[src/rtl/uart_cmd_dispatcher.sv]
// uart_cmd_dispatcher
//   Command front end for the sensor subsystem. Accepts one command byte from
//   the UART RX path, decodes it and either streams BURST bytes from a
//   channel FIFO, pulses a per-channel FSM reset and ACKs, returns the FIFO
//   status vector, or NACKs. A saturating counter tracks NACKs and timeouts.
//
// Ports
//   i_clk, i_rst (async, active-low)
//   i_uart_rx_data/i_uart_rx_valid/o_uart_rx_ready : command byte in
//   o_uart_tx_data/o_uart_tx_valid/i_uart_tx_ready : response byte out
//   i_fifo_valid/i_fifo_data/o_fifo_rd             : per-channel FWFT FIFOs
//   o_fsm_rst                                      : per-channel FSM reset
//   o_busy, o_err_cnt                              : status
module uart_cmd_dispatcher #(
  parameter int DATA_DEPTH    = 8,
  parameter int NUM_CH        = 8,
  parameter int CMD_DATA_BASE = 97,
  parameter int CMD_RST_BASE  = 105,
  parameter int CMD_STATUS    = 63,
  parameter int BURST         = 1,
  parameter int RST_CYCLES    = 4,
  parameter int TIMEOUT       = 1000,
  parameter int ACK_BYTE      = 6,
  parameter int NACK_BYTE     = 21,
  parameter int EMPTY_BYTE    = 255
) (
  input  logic                         i_clk,
  input  logic                         i_rst,
  input  logic [DATA_DEPTH-1:0]        i_uart_rx_data,
  input  logic                         i_uart_rx_valid,
  output logic                         o_uart_rx_ready,
  output logic [DATA_DEPTH-1:0]        o_uart_tx_data,
  output logic                         o_uart_tx_valid,
  input  logic                         i_uart_tx_ready,
  input  logic [NUM_CH-1:0]            i_fifo_valid,
  input  logic [NUM_CH*DATA_DEPTH-1:0] i_fifo_data,
  output logic [NUM_CH-1:0]            o_fifo_rd,
  output logic [NUM_CH-1:0]            o_fsm_rst,
  output logic                         o_busy,
  output logic [7:0]                   o_err_cnt
);

  localparam int CH_W    = (NUM_CH > 1) ? $clog2(NUM_CH) : 1;
  localparam int CNT_MAX = (TIMEOUT > RST_CYCLES) ? TIMEOUT : RST_CYCLES;
  localparam int CNT_W   = $clog2(CNT_MAX + 1);
  localparam logic [CNT_W-1:0] TMO_LAST   = CNT_W'(TIMEOUT - 1);
  localparam logic [CNT_W-1:0] RST_LAST   = CNT_W'(RST_CYCLES - 1);
  localparam logic [4:0]       BURST_LAST = 5'(BURST - 1);

  typedef enum logic [2:0] {
    S_IDLE,
    S_DECODE,
    S_FETCH,
    S_SEND,
    S_RST
  } state_t;

  function automatic logic [7:0] sat_inc(input logic [7:0] v);
    return (v == 8'hFF) ? v : v + 8'd1;
  endfunction

  state_t                r_state, w_state_nxt;
  logic [DATA_DEPTH-1:0] r_cmd, w_cmd_nxt;
  logic [CH_W-1:0]       r_ch, w_ch_nxt;
  logic [4:0]            r_bcnt, w_bcnt_nxt;
  logic [CNT_W-1:0]      r_cnt, w_cnt_nxt;
  logic                  r_is_data, w_is_data_nxt;
  logic                  r_last, w_last_nxt;
  logic [DATA_DEPTH-1:0] r_tx_data, w_tx_nxt;
  logic                  r_tx_valid;
  logic [7:0]            r_err_cnt, w_err_nxt;

  logic [DATA_DEPTH-1:0] w_data_off, w_rst_off, w_status, w_head;
  logic                  w_is_data, w_is_rst, w_is_status, w_sel_valid;
  logic [NUM_CH-1:0]     w_ch_onehot, w_fifo_rd, w_fsm_rst;

  // Offsets wrap for commands below a base, so the >= check rejects those.
  assign w_data_off  = r_cmd - DATA_DEPTH'(CMD_DATA_BASE);
  assign w_rst_off   = r_cmd - DATA_DEPTH'(CMD_RST_BASE);
  assign w_is_data   = (r_cmd >= DATA_DEPTH'(CMD_DATA_BASE)) && (w_data_off < DATA_DEPTH'(NUM_CH));
  assign w_is_rst    = (r_cmd >= DATA_DEPTH'(CMD_RST_BASE)) && (w_rst_off < DATA_DEPTH'(NUM_CH));
  assign w_is_status = (r_cmd == DATA_DEPTH'(CMD_STATUS));
  assign w_status    = DATA_DEPTH'(i_fifo_valid);

  always_comb begin
    w_ch_onehot = '0;
    w_head      = '0;
    for (int k = 0; k < NUM_CH; k++) begin
      w_ch_onehot[k] = (r_ch == CH_W'(k));
      if (w_ch_onehot[k]) begin
        w_head = i_fifo_data[k*DATA_DEPTH +: DATA_DEPTH];
      end
    end
  end

  assign w_sel_valid = |(i_fifo_valid & w_ch_onehot);

  always_comb begin
    w_state_nxt   = r_state;
    w_cmd_nxt     = r_cmd;
    w_ch_nxt      = r_ch;
    w_bcnt_nxt    = r_bcnt;
    w_cnt_nxt     = r_cnt;
    w_is_data_nxt = r_is_data;
    w_last_nxt    = r_last;
    w_tx_nxt      = r_tx_data;
    w_err_nxt     = r_err_cnt;
    w_fifo_rd     = '0;
    w_fsm_rst     = '0;
    unique case (r_state)
      S_IDLE: begin
        if (i_uart_rx_valid) begin
          w_cmd_nxt   = i_uart_rx_data;
          w_state_nxt = S_DECODE;
        end
      end
      S_DECODE: begin
        w_cnt_nxt = '0;
        if (w_is_data) begin
          w_ch_nxt      = w_data_off[CH_W-1:0];
          w_bcnt_nxt    = '0;
          w_is_data_nxt = 1'b1;
          w_last_nxt    = 1'b0;
          w_state_nxt   = S_FETCH;
        end else if (w_is_rst) begin
          w_ch_nxt      = w_rst_off[CH_W-1:0];
          w_is_data_nxt = 1'b0;
          w_state_nxt   = S_RST;
        end else if (w_is_status) begin
          w_tx_nxt      = w_status;
          w_is_data_nxt = 1'b0;
          w_state_nxt   = S_SEND;
        end else begin
          w_tx_nxt      = DATA_DEPTH'(NACK_BYTE);
          w_err_nxt     = sat_inc(r_err_cnt);
          w_is_data_nxt = 1'b0;
          w_state_nxt   = S_SEND;
        end
      end
      S_FETCH: begin
        if (w_sel_valid) begin
          // FWFT: the head word is consumed in the same cycle it is captured.
          w_fifo_rd   = w_ch_onehot;
          w_tx_nxt    = w_head;
          w_cnt_nxt   = '0;
          w_state_nxt = S_SEND;
        end else if (r_cnt == TMO_LAST) begin
          w_tx_nxt    = DATA_DEPTH'(EMPTY_BYTE);
          w_err_nxt   = sat_inc(r_err_cnt);
          w_last_nxt  = 1'b1;
          w_cnt_nxt   = '0;
          w_state_nxt = S_SEND;
        end else begin
          w_cnt_nxt = r_cnt + CNT_W'(1);
        end
      end
      S_SEND: begin
        if (i_uart_tx_ready) begin
          if (r_is_data && !r_last && (r_bcnt < BURST_LAST)) begin
            w_bcnt_nxt  = r_bcnt + 5'd1;
            w_cnt_nxt   = '0;
            w_state_nxt = S_FETCH;
          end else begin
            w_state_nxt = S_IDLE;
          end
        end
      end
      S_RST: begin
        w_fsm_rst = w_ch_onehot;
        if (r_cnt == RST_LAST) begin
          w_tx_nxt    = DATA_DEPTH'(ACK_BYTE);
          w_cnt_nxt   = '0;
          w_state_nxt = S_SEND;
        end else begin
          w_cnt_nxt = r_cnt + CNT_W'(1);
        end
      end
      default: w_state_nxt = S_IDLE;
    endcase
  end

  always_ff @(posedge i_clk or negedge i_rst) begin
    if (!i_rst) begin
      r_state    <= S_IDLE;
      r_cmd      <= '0;
      r_ch       <= '0;
      r_bcnt     <= '0;
      r_cnt      <= '0;
      r_is_data  <= 1'b0;
      r_last     <= 1'b0;
      r_tx_data  <= '0;
      r_tx_valid <= 1'b0;
      r_err_cnt  <= '0;
    end else begin
      r_state    <= w_state_nxt;
      r_cmd      <= w_cmd_nxt;
      r_ch       <= w_ch_nxt;
      r_bcnt     <= w_bcnt_nxt;
      r_cnt      <= w_cnt_nxt;
      r_is_data  <= w_is_data_nxt;
      r_last     <= w_last_nxt;
      r_tx_data  <= w_tx_nxt;
      r_tx_valid <= (w_state_nxt == S_SEND);
      r_err_cnt  <= w_err_nxt;
    end
  end

  assign o_uart_rx_ready = (r_state == S_IDLE);
  assign o_busy          = (r_state != S_IDLE);
  assign o_uart_tx_data  = r_tx_data;
  assign o_uart_tx_valid = r_tx_valid;
  assign o_fifo_rd       = w_fifo_rd;
  assign o_fsm_rst       = w_fsm_rst;
  assign o_err_cnt       = r_err_cnt;

endmodule
[config.mk]
export PLATFORM = sky130hd
export DESIGN_NAME = uart_cmd_dispatcher
export DESIGN_NICKNAME = d
export VERILOG_FILES = /design/src/rtl/uart_cmd_dispatcher.sv
export SDC_FILE = /design/constraint.sdc
export NUM_CORES = 1
export LEC_CHECK = 0
export CORE_MARGIN = 2
export CORE_UTILIZATION = 49
export CTS_CLUSTER_DIAMETER = 100
export CTS_CLUSTER_SIZE = 12
export DETAILED_ROUTE_END_ITERATION = 10
export DONT_BUFFER_PORTS = 1
export PLACE_DENSITY = 0.68
export SLEW_MARGIN = 20
export SYNTH_ARGS = -nofsm -noshare
export SYNTH_HDL_FRONTEND = slang
export SYNTH_SLANG_ARGS = --single-unit
[constraint.sdc]
create_clock -name i_clk -period 3.8 [get_ports i_clk]
set_input_delay 0.57 -clock i_clk [delete_from_list [all_inputs] [get_ports i_clk]]
set_output_delay 0.57 -clock i_clk [all_outputs]
set_load 0.05 [all_outputs]
==> results of run 1 <==
[stage by stage]
stage          hold WS (ps)   util  power, mW
2_1_floorplan           274      -       2.05
3_3_place_gp            276  0.534       2.28
3_5_place_dp            276  0.534       2.30
4_1_cts                 116  0.553       2.60
5_1_grt                 118  0.553       2.78
6_report                105  0.553       2.60
[area by class of cell]
class / instances / area [sq um] / share of cell area
Clock buffer: 6 / 72.6 / 0.0221
Inverter: 9 / 33.8 / 0.0103
Clock inverter: 2 / 15.0 / 0.00456
Sequential cell: 41 / 1030 / 0.312
Timing Repair Buffer: 19 / 155 / 0.0471
Tap cell: 75 / 93.8 / 0.0285
Multi-Input combinational cell: 245 / 1890 / 0.576
[path summary, 6_finish.rpt]
check	endpoint	slack (ps)	cells past startpoint	startpoint
worst max register to register	o_uart_tx_data[3]$_DFFE_PN0P_	1230	6	r_ch[1]$_DFFE_PN0P_
max in group asynchronous	o_err_cnt[5]$_DFFE_PN0P_	3480	1	i_rst
worst min-delay path	o_uart_tx_data[7]$_DFFE_PN0P_	100	1	i_rst
min in group i_clk	r_cmd[1]$_DFFE_PN0P_	390	2	i_uart_rx_data[1]
worst min register to register	r_cnt[0]$_DFFE_PN0P_	510	1	r_cnt[0]$_DFFE_PN0P_
worst max-delay path	o_fifo_rd[0]	810	5	r_ch[0]$_DFFE_PN0P_
[power by group]
| group | internal [mW] | switching, mW |
|---|---|---|
| logic | 0.601 | 0.665 |
| registers | 0.579 | 0.459 |
| clock network | 0.130 | 0.163 |
[worst max-delay path, stage by stage, from the launching register on]
cell and delay [ps]:
dfrtp_1 680, mux4_2 620, mux2i_4 290, or3_1 240, nor3_1 60, buf_4 230
[state kept, by name, indices dropped and copies added (netlist names)]
register and cells:
o_err_cnt 8, o_uart_tx_data 8, o_uart_tx_valid 1, r_cnt 10, r_cmd 8, r_state 3, r_ch 3
[layer usage]
metal  wire length, um  GRT usage
met5                 0          0
met4                43     0.0344
met3               603     0.0609
met2              3670      0.347
met1              3200      0.282
[what timing repair did]
item,in CTS,in global routing
hold buffers,1,0
hold endpoints to repair,41,0
setup endpoints to repair,0,0
[cells in the final DEF (no fill, tap or decap), types with 3 or more instances in the layout]
master / count
o211ai_1: 5
a31oi_1: 4
a211oi_1: 4
a21o_1: 3
a221o_1: 4
nand2_1: 28
nor3_1: 9
mux2_4: 6
inv_1: 9
nand4_1: 7
mux4_1: 3
a21oi_1: 9
nand2b_1: 7
and3_1: 4
o21ai_0: 18
ha_1: 4
nor2b_1: 12
or3_1: 3
xnor2_1: 11
nor2_1: 19
mux2_2: 7
dfrtp_1: 41
mux4_2: 4
clkbuf_8: 5
buf_4: 18
a2111oi_0: 5
nand3_1: 9
nor3b_1: 5
mux2i_1: 10
[cells in the mapped netlist, types with 6 or more instances]
cell type,count
a21oi_1,9
nor2b_1,12
mux2_2,7
nor2_1,19
o21ai_0,18
buf_2,7
nand2b_1,7
mux2_4,6
nand3_1,9
xnor2_1,11
mux2i_1,10
nor3_1,10
dfrtp_1,41
nand2_1,28
nand4_1,7
clkbuf_1,8
inv_1,9
[cell families (layout without fill, tap and decap cells)]
logic type / count (synthesis) / after routing / synth area share
buf+inv: 25 / 36 / 0.0364
xor+xnor: 13 / 13 / 0.0376
mux: 32 / 32 / 0.156
compound gates: 71 / 71 / 0.178
fa+ha+maj: 4 / 4 / 0.0165
flops: 41 / 41 / 0.339
simple gates: 125 / 125 / 0.236
==> impl_metrics.py, run 1 <==
metrics = {
    "global_routing": {
        "antenna_found_initial": 0,
        "track_usage": 0.211,
        "grt_pass1_wl_mm": 11.1,
        "grt_pass1_vias": 2268,
        "grt_max_degree": 42,
        "grt_overflow": 0,
    },
    "placed_design": {
        "post_dp_cell_area_sq_um": 3180,
        "hpwl_mm": 5.77,
        "gp_congestion": 0.784,
        "dp.cells": 388,
        "place_worst_setup_slack_ps": 1170,
        "io_buffers": 0,
    },
    "routing": {
        "via_per_inst": 6.32,
        "ant_nets": 0,
        "routed_wl_mm": 7.52,
        "dr.pass1.iters": 4,
        "drc_errors": 0,
        "drtIter0Drc": 93,
        "wl_per_cell_um": 18.9,
        "num_vias": 2508,
    },
    "clock_tree": {
        "cts_tree": "yes",
        "clock_latency_ps": 300,
        "clk_transition_reported_paths_ps": 90,
        "cts_sinks": 41,
        "h-tree-depth": 2,
        "ctsResizeCount": 0,
        "cts-root-buf": "clkbuf_8",
        "post-cts-setup-buffers": 0,
        "cts_buffers": 5,
        "cts_max_path_buffers": 2,
    },
    "power_and_ir_drop": {
        "peakVddDrop_uv": 637,
        "leakagePower_nw": 1.28,
        "power.density_nw_per_um2": 789,
    },
    "sta": {
        "grt_setup_unrepaired": "false",
        "finalWorstSetupSlack_ps": 815,
        "hold_viol": 0,
        "setup_viol": 0,
        "tightest_slew_ps": 914,
        "finalSetupTns_ps": 0,
        "period_needed_ps": 2990,
        "finClkSkew_ps": 9.81,
        "min_period_over_period": 0.786,
        "slew_headroom": 0.388,
        "finalMaxSlewViolations": 0,
        "fmax_ghz": 0.335,
    },
    "logic_synthesis": {
        "synth_edf_count": 0,
        "yosys_register_bits": 41,
        "netlist_area_sq_um": 3030,
        "synthArstFlopShare": 1.00,
        "synthFlopType": "dfrtp_1",
        "seq_area_frac_synth": 0.339,
        "synthTopCellsByArea": "dfrtp_1, nand2_1, mux2i_1",
        "synthesis.nets": 399,
        "synth.avg_cell_area_sq_um": 9.73,
        "synth_cells": 311,
        "synth_area_leader_cell": "dfrtp_1",
        "synth_top_area_frac": 0.339,
        "synth_cell_types": 65,
        "yosysWarnings": 0,
    },
    "worst_setup_path": {
        "worst-endpoint-required_ps": 3230,
        "path_max_fanout": 16,
        "critPathKind": "reg2out",
        "cp.arrival_ps": 2420,
        "cp-start-kind": "flop",
        "end_kind": "primary output",
    },
    "die": {
        "ioPinCount": 119,
        "die_h_um": 82.6,
        "die_w_um": 82.6,
        "start_util": 0.508,
        "rows": 28,
        "coreArea_sq_um": 5960,
        "dieArea_sq_um": 6820,
    },
    "hold_path": {
        "hp-class": "in2async",
    },
    "final_layout": {
        "antenna_cells": 0,
        "areaGrowthSynthToFinish_pct": 8.77,
        "drive_gt1_frac": 0.186,
        "finalNetCount": 409,
        "fin_area_sq_um": 3290,
        "final-instance-count-excl-fill": 397,
        "n_fill_cell": 559,
    },
    "job": {
        "cap_violations": 0,
    },
    "status": {
        "status": "completed",
    },
}
Power figures use the tool's default switching activity.
==> inputs of run 2 (changes only) <==
==> constraint.sdc (replaced) <==
create_clock -name i_clk -period 2.9 [get_ports i_clk]
set_input_delay 0.435 -clock i_clk [delete_from_list [all_inputs] [get_ports i_clk]]
set_output_delay 0.435 -clock i_clk [all_outputs]
set_load 0.05 [all_outputs]
==> impl_metrics.py, run 2 (synthesized netlist as in run 1, its figures left out) <==
metrics = {
    "sta": {
        "tightest_slew_ps": 595,
        "holdWs_ps": 246,
        "slew_headroom": 0.601,
        "finalMaxSlewViolations": 0,
        "hold_viol": 0,
        "period_needed_ps": 2580,
        "fmax_ghz": 0.388,
        "finClkSkew_ps": 6.89,
        "min_period_over_period": 0.889,
        "finalSetupTns_ps": 0,
        "finalWorstSetupSlack_ps": 323,
        "grt_setup_unrepaired": "false",
        "setup_viol": 0,
    },
    "placed_design": {
        "io_buffers": 0,
        "post_dp_cell_area_sq_um": 3260,
        "gp_congestion": 0.819,
        "place_worst_setup_slack_ps": 432,
        "hpwl_mm": 5.89,
    },
    "final_layout": {
        "regMostFlops": "r_cnt",
        "layout_commonest_cell": "dfrtp_1",
        "layout_common_cells": "dfrtp_1, nand2_1, buf_4, nor2_1, o21ai_0",
        "largest_reg_flops": 10,
        "antenna_cells": 0,
        "fin_area_sq_um": 3410,
        "areaGrowthSynthToFinish_pct": 12.7,
        "finalNetCount": 420,
        "drive_gt1_frac": 0.213,
    },
    "worst_setup_path": {
        "path_max_fanout": 5,
        "worst-path-stages": 5,
        "r2r_cells": 7,
        "worst-endpoint-required_ps": 2470,
        "worstReg2RegEnd": "o_uart_tx_data[5]$_DFFE_PN0P_",
        "r2r_slack_ps": 390,
        "critical-path-max-stage-delay_ps": 580,
        "critical_path.cell_chain": "mux4_2 > mux2i_4 > or3_1 > nor2_1 > buf_4",
        "critical_path.top_delay_family": "multiplexers",
        "critPathKind": "reg2out",
        "crit_end": "o_fifo_rd[1]",
        "cp_num_buf_inv": 1,
        "cp_slowest_cell": "mux4_2",
        "crit_start": "r_ch[0]$_DFFE_PN0P_",
        "end_kind": "primary output",
        "cp.arrival_ps": 2140,
        "r2r_start": "r_cmd[0]$_DFFE_PN0P_",
        "cp-start-kind": "flop",
    },
    "power_and_ir_drop": {
        "power.density_nw_per_um2": 1060,
        "peakVddDrop_uv": 624,
        "leakagePower_nw": 1.36,
    },
    "die": {
        "coreArea_sq_um": 5960,
        "ioPinCount": 119,
        "start_util": 0.508,
        "rows": 28,
        "die_w_um": 82.6,
        "die_h_um": 82.6,
        "dieArea_sq_um": 6820,
    },
    "clock_tree": {
        "cts_hold_buf": 2,
        "cts_max_path_buffers": 2,
        "cts_buffers": 5,
        "cts-root-buf": "clkbuf_8",
        "ctsResizeCount": 0,
        "h-tree-depth": 2,
        "cts_tree": "yes",
        "clk_transition_reported_paths_ps": 80,
        "cts_sinks": 41,
        "post-cts-setup-buffers": 0,
        "clock_latency_ps": 300,
    },
    "global_routing": {
        "track_usage": 0.222,
        "grt_pass1_vias": 2236,
        "grt_overflow": 0,
        "antenna_found_initial": 0,
        "grt_pass1_wl_mm": 11.4,
        "grt_max_degree": 42,
    },
    "routing": {
        "drtIter0Drc": 142,
        "dr.pass1.iters": 4,
        "routed_wl_mm": 7.71,
        "wl_per_cell_um": 18.9,
        "ant_nets": 0,
        "drc_errors": 0,
        "via_per_inst": 6.13,
        "num_vias": 2502,
    },
    "hold_path": {
        "hp-class": "in2reg",
        "hold_depth": 2,
    },
    "status": {
        "status": "completed",
    },
    "job": {
        "cap_violations": 0,
    },
}
==> run 2: cell types whose count changed in the layout (fill, tap and decap cells not counted) <==
cell and delta:
nor3_2 +1, clkinvlp_4 -2, nor3_1 -1, dlygate4sd3_1 +1
buf_4 +10, bufinv_16 +1, clkbuf_8 +1
==> run 2: area by class of cell <==
type	count	area [sq um]
timing repair buffer	30	240
sequential	41	1030
multi-input combinational	245	1900
clock inverter	1	30.0
tap	75	93.8
clock buffer	7	86.3
inverter	9	33.8
fill	532	2550
==> run 2: routing by layer <==
metal  routed length [um]  vias up  GRT usage
met2                 3730       81      0.340
met3                  616       12     0.0707
li1                     -     1206          -
met4                   74        0     0.0574
met1                 3290     1203      0.304
met5                    0        -          0
==> run 2: per-stage QoR <==
stage          cells  utilization  power, mW
2_1_floorplan    311            -       2.69
3_3_place_gp     398        0.548       3.06
3_5_place_dp     398        0.548       3.11
4_1_cts          408        0.572       3.61
5_1_grt          408        0.572       3.83
6_report         408        0.572       3.60
==> run 2: report_power, final <==
group / leakage, nW / internal (mW) / switching, mW
Clock: 0.0585 / 0.281 / 0.203
Combinational: 0.781 / 0.851 / 1.03
Sequential: 0.519 / 0.761 / 0.479
Total: 1.36 / 1.89 / 1.71
==> run 2: how the worst min path moves through the flow <==
stage / start / end
after floorplan: i_rst / o_err_cnt[0]$_DFFE_PN0P_
after global placement: i_rst / r_cnt[8]$_DFFE_PN0P_
after detailed placement: i_rst / r_cnt[8]$_DFFE_PN0P_
after CTS: i_uart_rx_data[1] / r_cmd[1]$_DFFE_PN0P_
after global routing: i_uart_rx_data[1] / r_cmd[1]$_DFFE_PN0P_
final: i_uart_rx_data[1] / r_cmd[1]$_DFFE_PN0P_
